`config.mk`:
```
export PLATFORM = sky130hd
export DESIGN_NAME = pds_mgr
export DESIGN_NICKNAME = d
export VERILOG_FILES = /design/src/rtl/pds_mgr_pkg.sv /design/src/rtl/pds_prio_sel.sv /design/src/rtl/pds_mgr.sv
export SDC_FILE = /design/constraint.sdc
export NUM_CORES = 1
export LEC_CHECK = 0
export BUFFER_PORTS_ARGS = -buffer_cell sky130_fd_sc_hd__buf_2
export CAP_MARGIN = 25
export CORE_MARGIN = 2
export CORE_UTILIZATION = 40
export CTS_CLUSTER_DIAMETER = 150
export DETAILED_ROUTE_END_ITERATION = 10
export PLACE_DENSITY = 0.63
export SYNTH_ARGS = -nofsm -noshare
export SYNTH_HDL_FRONTEND = slang
export SYNTH_HIERARCHICAL = 1
export SYNTH_SLANG_ARGS = --single-unit
```
`constraint.sdc`:
```
create_clock -name clk -period 24.6 [get_ports clk]
set_input_delay 0 -clock clk [delete_from_list [all_inputs] [get_ports clk]]
set_output_delay 0 -clock clk [all_outputs]
set_load 0.03 [all_outputs]
```
`src/rtl/pds_mgr_pkg.sv`:
```
// Shared types and helpers for the PoE power-sourcing manager.
// Holds the sequencer state encoding and selector tie-break modes.
package pds_mgr_pkg;

    typedef enum logic {
        IDLE   = 1'b0,
        SETTLE = 1'b1
    } pds_state_t;

    localparam logic PICK_MAX_LOW_IDX  = 1'b0;
    localparam logic PICK_MIN_HIGH_IDX = 1'b1;

    function automatic int sum_w(input int pwr_w, input int n);
        return pwr_w + $clog2(n);
    endfunction

endpackage

```
`src/rtl/pds_prio_sel.sv`:
```
// Masked priority selector: arg-max (ties to lowest index) or
// arg-min (ties to highest index) over packed per-port priorities.
module pds_prio_sel
    import pds_mgr_pkg::*;
#(
    parameter int   N      = 16,
    parameter int   PRIO_W = 2,
    parameter logic MODE   = PICK_MAX_LOW_IDX,
    localparam int  IDX_W  = $clog2(N)
) (
    input  logic [N-1:0]        mask,
    input  logic [N*PRIO_W-1:0] prio,
    output logic [IDX_W-1:0]    idx,
    output logic                valid
);

    logic [PRIO_W-1:0] best;
    logic [PRIO_W-1:0] p;
    logic              take;

    // Linear scan: strict '>' keeps the first tie, '<=' keeps the last.
    always_comb begin
        idx   = '0;
        valid = 1'b0;
        best  = '0;
        p     = '0;
        take  = 1'b0;
        for (int i = 0; i < N; i++) begin
            p = prio[i*PRIO_W +: PRIO_W];
            if (MODE == PICK_MAX_LOW_IDX)
                take = mask[i] && (!valid || (p > best));
            else
                take = mask[i] && (!valid || (p <= best));
            if (take) begin
                valid = 1'b1;
                best  = p;
                idx   = IDX_W'(i);
            end
        end
    end

endmodule

```
`src/rtl/pds_mgr.sv`:
```
// Power-sourcing manager: staggered one-at-a-time port grants within
// a power budget, plus one-per-cycle shedding of low-priority ports.
module pds_mgr
    import pds_mgr_pkg::*;
#(
    parameter int  NUM_PORTS   = 16,
    parameter int  PRIO_W      = 2,
    parameter int  PWR_W       = 8,
    parameter int  SETTLE_CYC  = 8,
    parameter int  STRICT_PRIO = 1,
    localparam int SUM_W       = sum_w(PWR_W, NUM_PORTS),
    localparam int IDX_W       = $clog2(NUM_PORTS),
    localparam int TMR_W       = (SETTLE_CYC > 1) ? $clog2(SETTLE_CYC) : 1
) (
    input  logic                        clk,
    input  logic                        rst_n,
    input  logic [SUM_W-1:0]            pwr_bdj,
    input  logic [NUM_PORTS-1:0]        det,
    input  logic [NUM_PORTS*PRIO_W-1:0] prio,
    input  logic [NUM_PORTS*PWR_W-1:0]  pwr_cls,
    input  logic [NUM_PORTS-1:0]        off,
    input  logic                        ports_off,
    output logic [NUM_PORTS-1:0]        on,
    output logic [SUM_W-1:0]            pwr_used,
    output logic                        state,
    output logic                        grant_pulse,
    output logic [IDX_W-1:0]            grant_idx,
    output logic                        shed_pulse
);

    localparam int EXT_W = SUM_W + 1;

    pds_state_t           st_q;
    logic [TMR_W-1:0]     timer_q;
    logic [NUM_PORTS-1:0] surv;
    logic [NUM_PORTS-1:0] elig;
    logic [NUM_PORTS-1:0] fit;
    logic [NUM_PORTS-1:0] cand_mask;
    logic [NUM_PORTS-1:0] cand_oh;
    logic [NUM_PORTS-1:0] vic_oh;
    logic [SUM_W-1:0]     used_sum;
    logic [SUM_W-1:0]     next_sum;
    logic [IDX_W-1:0]     cand_idx;
    logic [IDX_W-1:0]     vic_idx;
    logic                 cand_valid;
    logic                 vic_valid;
    logic                 cand_ok;
    logic                 overload;

    assign surv      = on & ~off & det;
    assign elig      = det & ~on & ~off;
    assign cand_mask = (STRICT_PRIO != 0) ? elig : (elig & fit);
    assign cand_oh   = NUM_PORTS'(1) << cand_idx;
    assign vic_oh    = NUM_PORTS'(1) << vic_idx;
    assign overload  = next_sum > pwr_bdj;
    assign cand_ok   = cand_valid && fit[cand_idx];
    assign pwr_used  = used_sum;
    assign state     = st_q;

    // Present usage, post-clear usage, and per-port fit against budget.
    always_comb begin
        used_sum = '0;
        next_sum = '0;
        fit      = '0;
        for (int i = 0; i < NUM_PORTS; i++) begin
            if (on[i])
                used_sum = used_sum + SUM_W'(pwr_cls[i*PWR_W +: PWR_W]);
            if (surv[i])
                next_sum = next_sum + SUM_W'(pwr_cls[i*PWR_W +: PWR_W]);
        end
        for (int i = 0; i < NUM_PORTS; i++) begin
            fit[i] = ({1'b0, next_sum} + EXT_W'(pwr_cls[i*PWR_W +: PWR_W]))
                     <= {1'b0, pwr_bdj};
        end
    end

    pds_prio_sel #(
        .N      (NUM_PORTS),
        .PRIO_W (PRIO_W),
        .MODE   (PICK_MAX_LOW_IDX)
    ) u_cand (
        .mask  (cand_mask),
        .prio  (prio),
        .idx   (cand_idx),
        .valid (cand_valid)
    );

    pds_prio_sel #(
        .N      (NUM_PORTS),
        .PRIO_W (PRIO_W),
        .MODE   (PICK_MIN_HIGH_IDX)
    ) u_vic (
        .mask  (surv),
        .prio  (prio),
        .idx   (vic_idx),
        .valid (vic_valid)
    );

    // Sequencer: global off, clears, shed, then grant/settle.
    always_ff @(posedge clk) begin
        if (!rst_n) begin
            on          <= '0;
            st_q        <= IDLE;
            timer_q     <= '0;
            grant_idx   <= '0;
            grant_pulse <= 1'b0;
            shed_pulse  <= 1'b0;
        end else if (ports_off) begin
            on          <= '0;
            st_q        <= IDLE;
            timer_q     <= '0;
            grant_pulse <= 1'b0;
            shed_pulse  <= 1'b0;
        end else if (overload && vic_valid) begin
            on          <= surv & ~vic_oh;
            st_q        <= IDLE;
            timer_q     <= '0;
            grant_pulse <= 1'b0;
            shed_pulse  <= 1'b1;
        end else if (st_q == IDLE && cand_ok) begin
            on          <= surv | cand_oh;
            st_q        <= SETTLE;
            timer_q     <= TMR_W'(SETTLE_CYC - 1);
            grant_idx   <= cand_idx;
            grant_pulse <= 1'b1;
            shed_pulse  <= 1'b0;
        end else begin
            on          <= surv;
            grant_pulse <= 1'b0;
            shed_pulse  <= 1'b0;
            if (st_q == SETTLE) begin
                if (timer_q == '0)
                    st_q <= IDLE;
                else
                    timer_q <= timer_q - 1'b1;
            end
        end
    end

endmodule

```
==> qor.csv <==
metric,value,unit
drive_gt1_share,12.19,%
yosysWarnings,6,
crit_path_max_fanout,14,
cts_sinks,26,
vias_per_cell,5.650,
wire_per_inst,19.87,um
seqPwrFrac,4.0,%
hold_viol_final,0,
vias,28700,
netlist_instances,3900,
crit_path_end_kind,flip-flop,
power_density,48.97,nW/um^2
synthAdderAreaFrac,30.38,%
fp.dieH,273.4,um
swShare,54.85,%
grt_overflow,0,
setup_tns,0,ns
synth-compound-area-share,27.05,%
p_clk_share,3.3,%
relSlewSlack,26.85,%
ant_nets,0,
synth-xor-area-share,11.59,%
final_nets,5003,
p_leak,16.38,nW
fin_util,44.25,%
drc,0,
fillerInstances,7492,
core,71610,sq um
status,completed,
critPathLaunchType,flip-flop,
p_comb_share,92.7,%
rsz0062_at_grt,false,
ys_seq_elements,26,
synth_fp_nets,4776,
cts_buffer_depth,2,
pre_cts_ws,2.007,ns
required,24.77,ns
synthArstFlopShare,0,%
muxShareOfSynthArea,5.561,%
hpwl,84390,um
routabilityCongestion,0.9596,
dr.pass1.iters,5,
hold_class,input pin to flip-flop,
irDropWorstVdd,0.05895,mV
wl,100900,um
ios,242,
track_usage,26.13,%
fin_skew,0.007842,ns
first_iter_violations,2041,
die-area,74740,sq um
cp_common_cell,ha_1,
antenna_found_initial,6,
yosysSeqAreaShare,1.793,%
cts_buffers,3,
max_stage_delay,0.68,ns
critPathSlowestCell,nor2_1,
numPlacedInstances,5070,
fmax,0.04373,GHz
synth-edff-count,0,
rows,98,
io_buffers,241,
fin_cells,5080,
clk_latency,0.28,ns
crit_buf_inv,5,
synthDistinctLibCells,125,
syn_avg_cell_area,7.443,sq um
root_buffer,clkbuf_16,
maxSlewViolCount,0,
start_util,40.54,%
layout_setup_ws,1.731,ns
synth_top_family_by_area,adder cells,
period_share,92.96,%
synth_area,29030,sq um
power.switching,0.8511,mW
setup-violations-final,0,
postCtsHoldBufs,0,
finalWorstPathRequiredPeriod,22.87,ns
synth-simple-area-share,17.40,%
crit_arrival,23.04,ns
syn2layout_area_growth,9.160,%
clk_pin_slew,0.07,ns
die_x,273.4,um
tightest_slew,1.091,ns
grt_pass1_vias,26910,
synthFlopType,dfxtp_1,
maxCapViolations,0,
grt_max_degree,34,
cts_tree,built,
critPathTopFamily,compound AO/OA/AOI/OAI gates,
grt_pass1_wl,152800,um
htree_levels,1,
p_int,0.7005,mW
criticalPathCategory,flip-flop to flip-flop,
per-layer routing:
layer / vias to the layer above / track usage [%] / share of wire (%)
met5: - / 0 / 0.030
met3: 147 / 1.333 / 4.3
met2: 776 / 45.50 / 47
met4: 4 / 9.031 / 3.7
li1: 14430 / - / -
met1: 13340 / 34.16 / 45
cell type report:
class	instances	area, sq um	area share [%]
Antenna cell	4	10.01	0.03159
Clock buffer	3	75.07	0.2369
Clock inverter	1	30.03	0.09477
Inverter	404	1516	4.786
Multi-Input combinational cell	3402	26770	84.47
Sequential cell	26	520.5	1.643
Tap cell	950	1189	3.751
Timing Repair Buffer	290	1579	4.983
final timing paths:
| check | startpoint | to | slack (ns) | cells after the start |
|---|---|---|---|---|
| max | on[0] | grant_idx[3] | 1.73 | 99 |
| min | rst_n | grant_idx[3] | 0.06 | 2 |
| max reg2reg | on[0] | grant_idx[3] | 1.73 | 99 |
| min reg2reg | grant_idx[2] | grant_idx[2] | 0.53 | 2 |
cell families after synthesis:
kind of cell             Yosys count
flip-flops                        26
AND/OR/NAND/NOR                  992
buffers and inverters            472
adder cells (fa/ha/maj)          679
multiplexers                     142
XOR/XNOR                         360
AO/OA/AOI/OAI                   1229
power groups by stage:
stage | clock (mW) | sequential (mW) | combinational, mW
after floorplan | 0 | 0.0659 | 1.07
after global placement | 0 | 0.0624 | 1.39
after detailed placement | 0 | 0.0622 | 1.42
after CTS | 0.0520 | 0.0613 | 1.43
after global routing | 0.0531 | 0.0619 | 1.62
final | 0.0514 | 0.0615 | 1.44
metrics by stage:
stage	cell area [sq um]	hold WS, ns	power [mW]
floorplan	29030	0.1624	1.135
global placement	31540	0.3444	1.455
detailed placement	31560	0.3554	1.482
CTS	31660	0.06611	1.543
global route	31690	0.07397	1.731
finish	31690	0.06272	1.552
cells in the final DEF, fill, tap and decap left out, drive strengths merged, types with 16 or more instances in the layout:
cell type / synthesis / layout
a21boi: 16 / 16
fa: 46 / 46
nand2: 201 / 201
mux2i: 30 / 30
mux2: 108 / 108
inv: 398 / 398
nor3: 61 / 61
a31oi: 18 / 18
nand2b: 92 / 92
nand4: 58 / 58
and2: 29 / 29
xor2: 105 / 105
a211oi: 30 / 30
a21oi: 374 / 374
nor2b: 121 / 121
nor3b: 25 / 25
o211ai: 21 / 21
o21a: 100 / 100
o21bai: 94 / 94
o31ai: 18 / 18
ha: 623 / 623
or2: 20 / 20
o21ai: 305 / 305
nor2: 291 / 291
nand3: 34 / 34
a21o: 132 / 132
buf: 26 / 290
nand3b: 20 / 20
xnor2: 250 / 250
dfxtp: 26 / 26
what timing repair did:
action                                  4_1_cts  5_1_grt
resized for setup                             0        1
endpoints found under the setup margin        0        8
buffers inserted                              0        0
worst reg2reg max path: cells and delay by family (launching register included):
family          cells  cell delay [ns]
compound gates     47            10.61
fa+ha+maj          17             4.75
buf+inv             5             0.39
flops               1             0.48
mux                 4             1.36
simple gates       26             5.17
cells in the mapped netlist (all sizes together), types with 92 or more instances:
cell,count,area share (%)
nor2b,121,2.6
nand2b,92,2.0
mux2,108,4.2
nand2,201,2.6
nor2,291,3.8
a21oi,374,6.5
o21ai,305,5.3
xor2,105,3.3
inv,398,5.1
xnor2,250,7.9
o21bai,94,2.4
a21o,132,3.4
o21a,100,2.6
ha,623,27
state kept, by name, summed over array words and instances (netlist names):
signal,flops
on,16
grant_pulse,1
state,1
timer_q,3
grant_idx,4
shed_pulse,1
(Power assumes the default switching activity.)
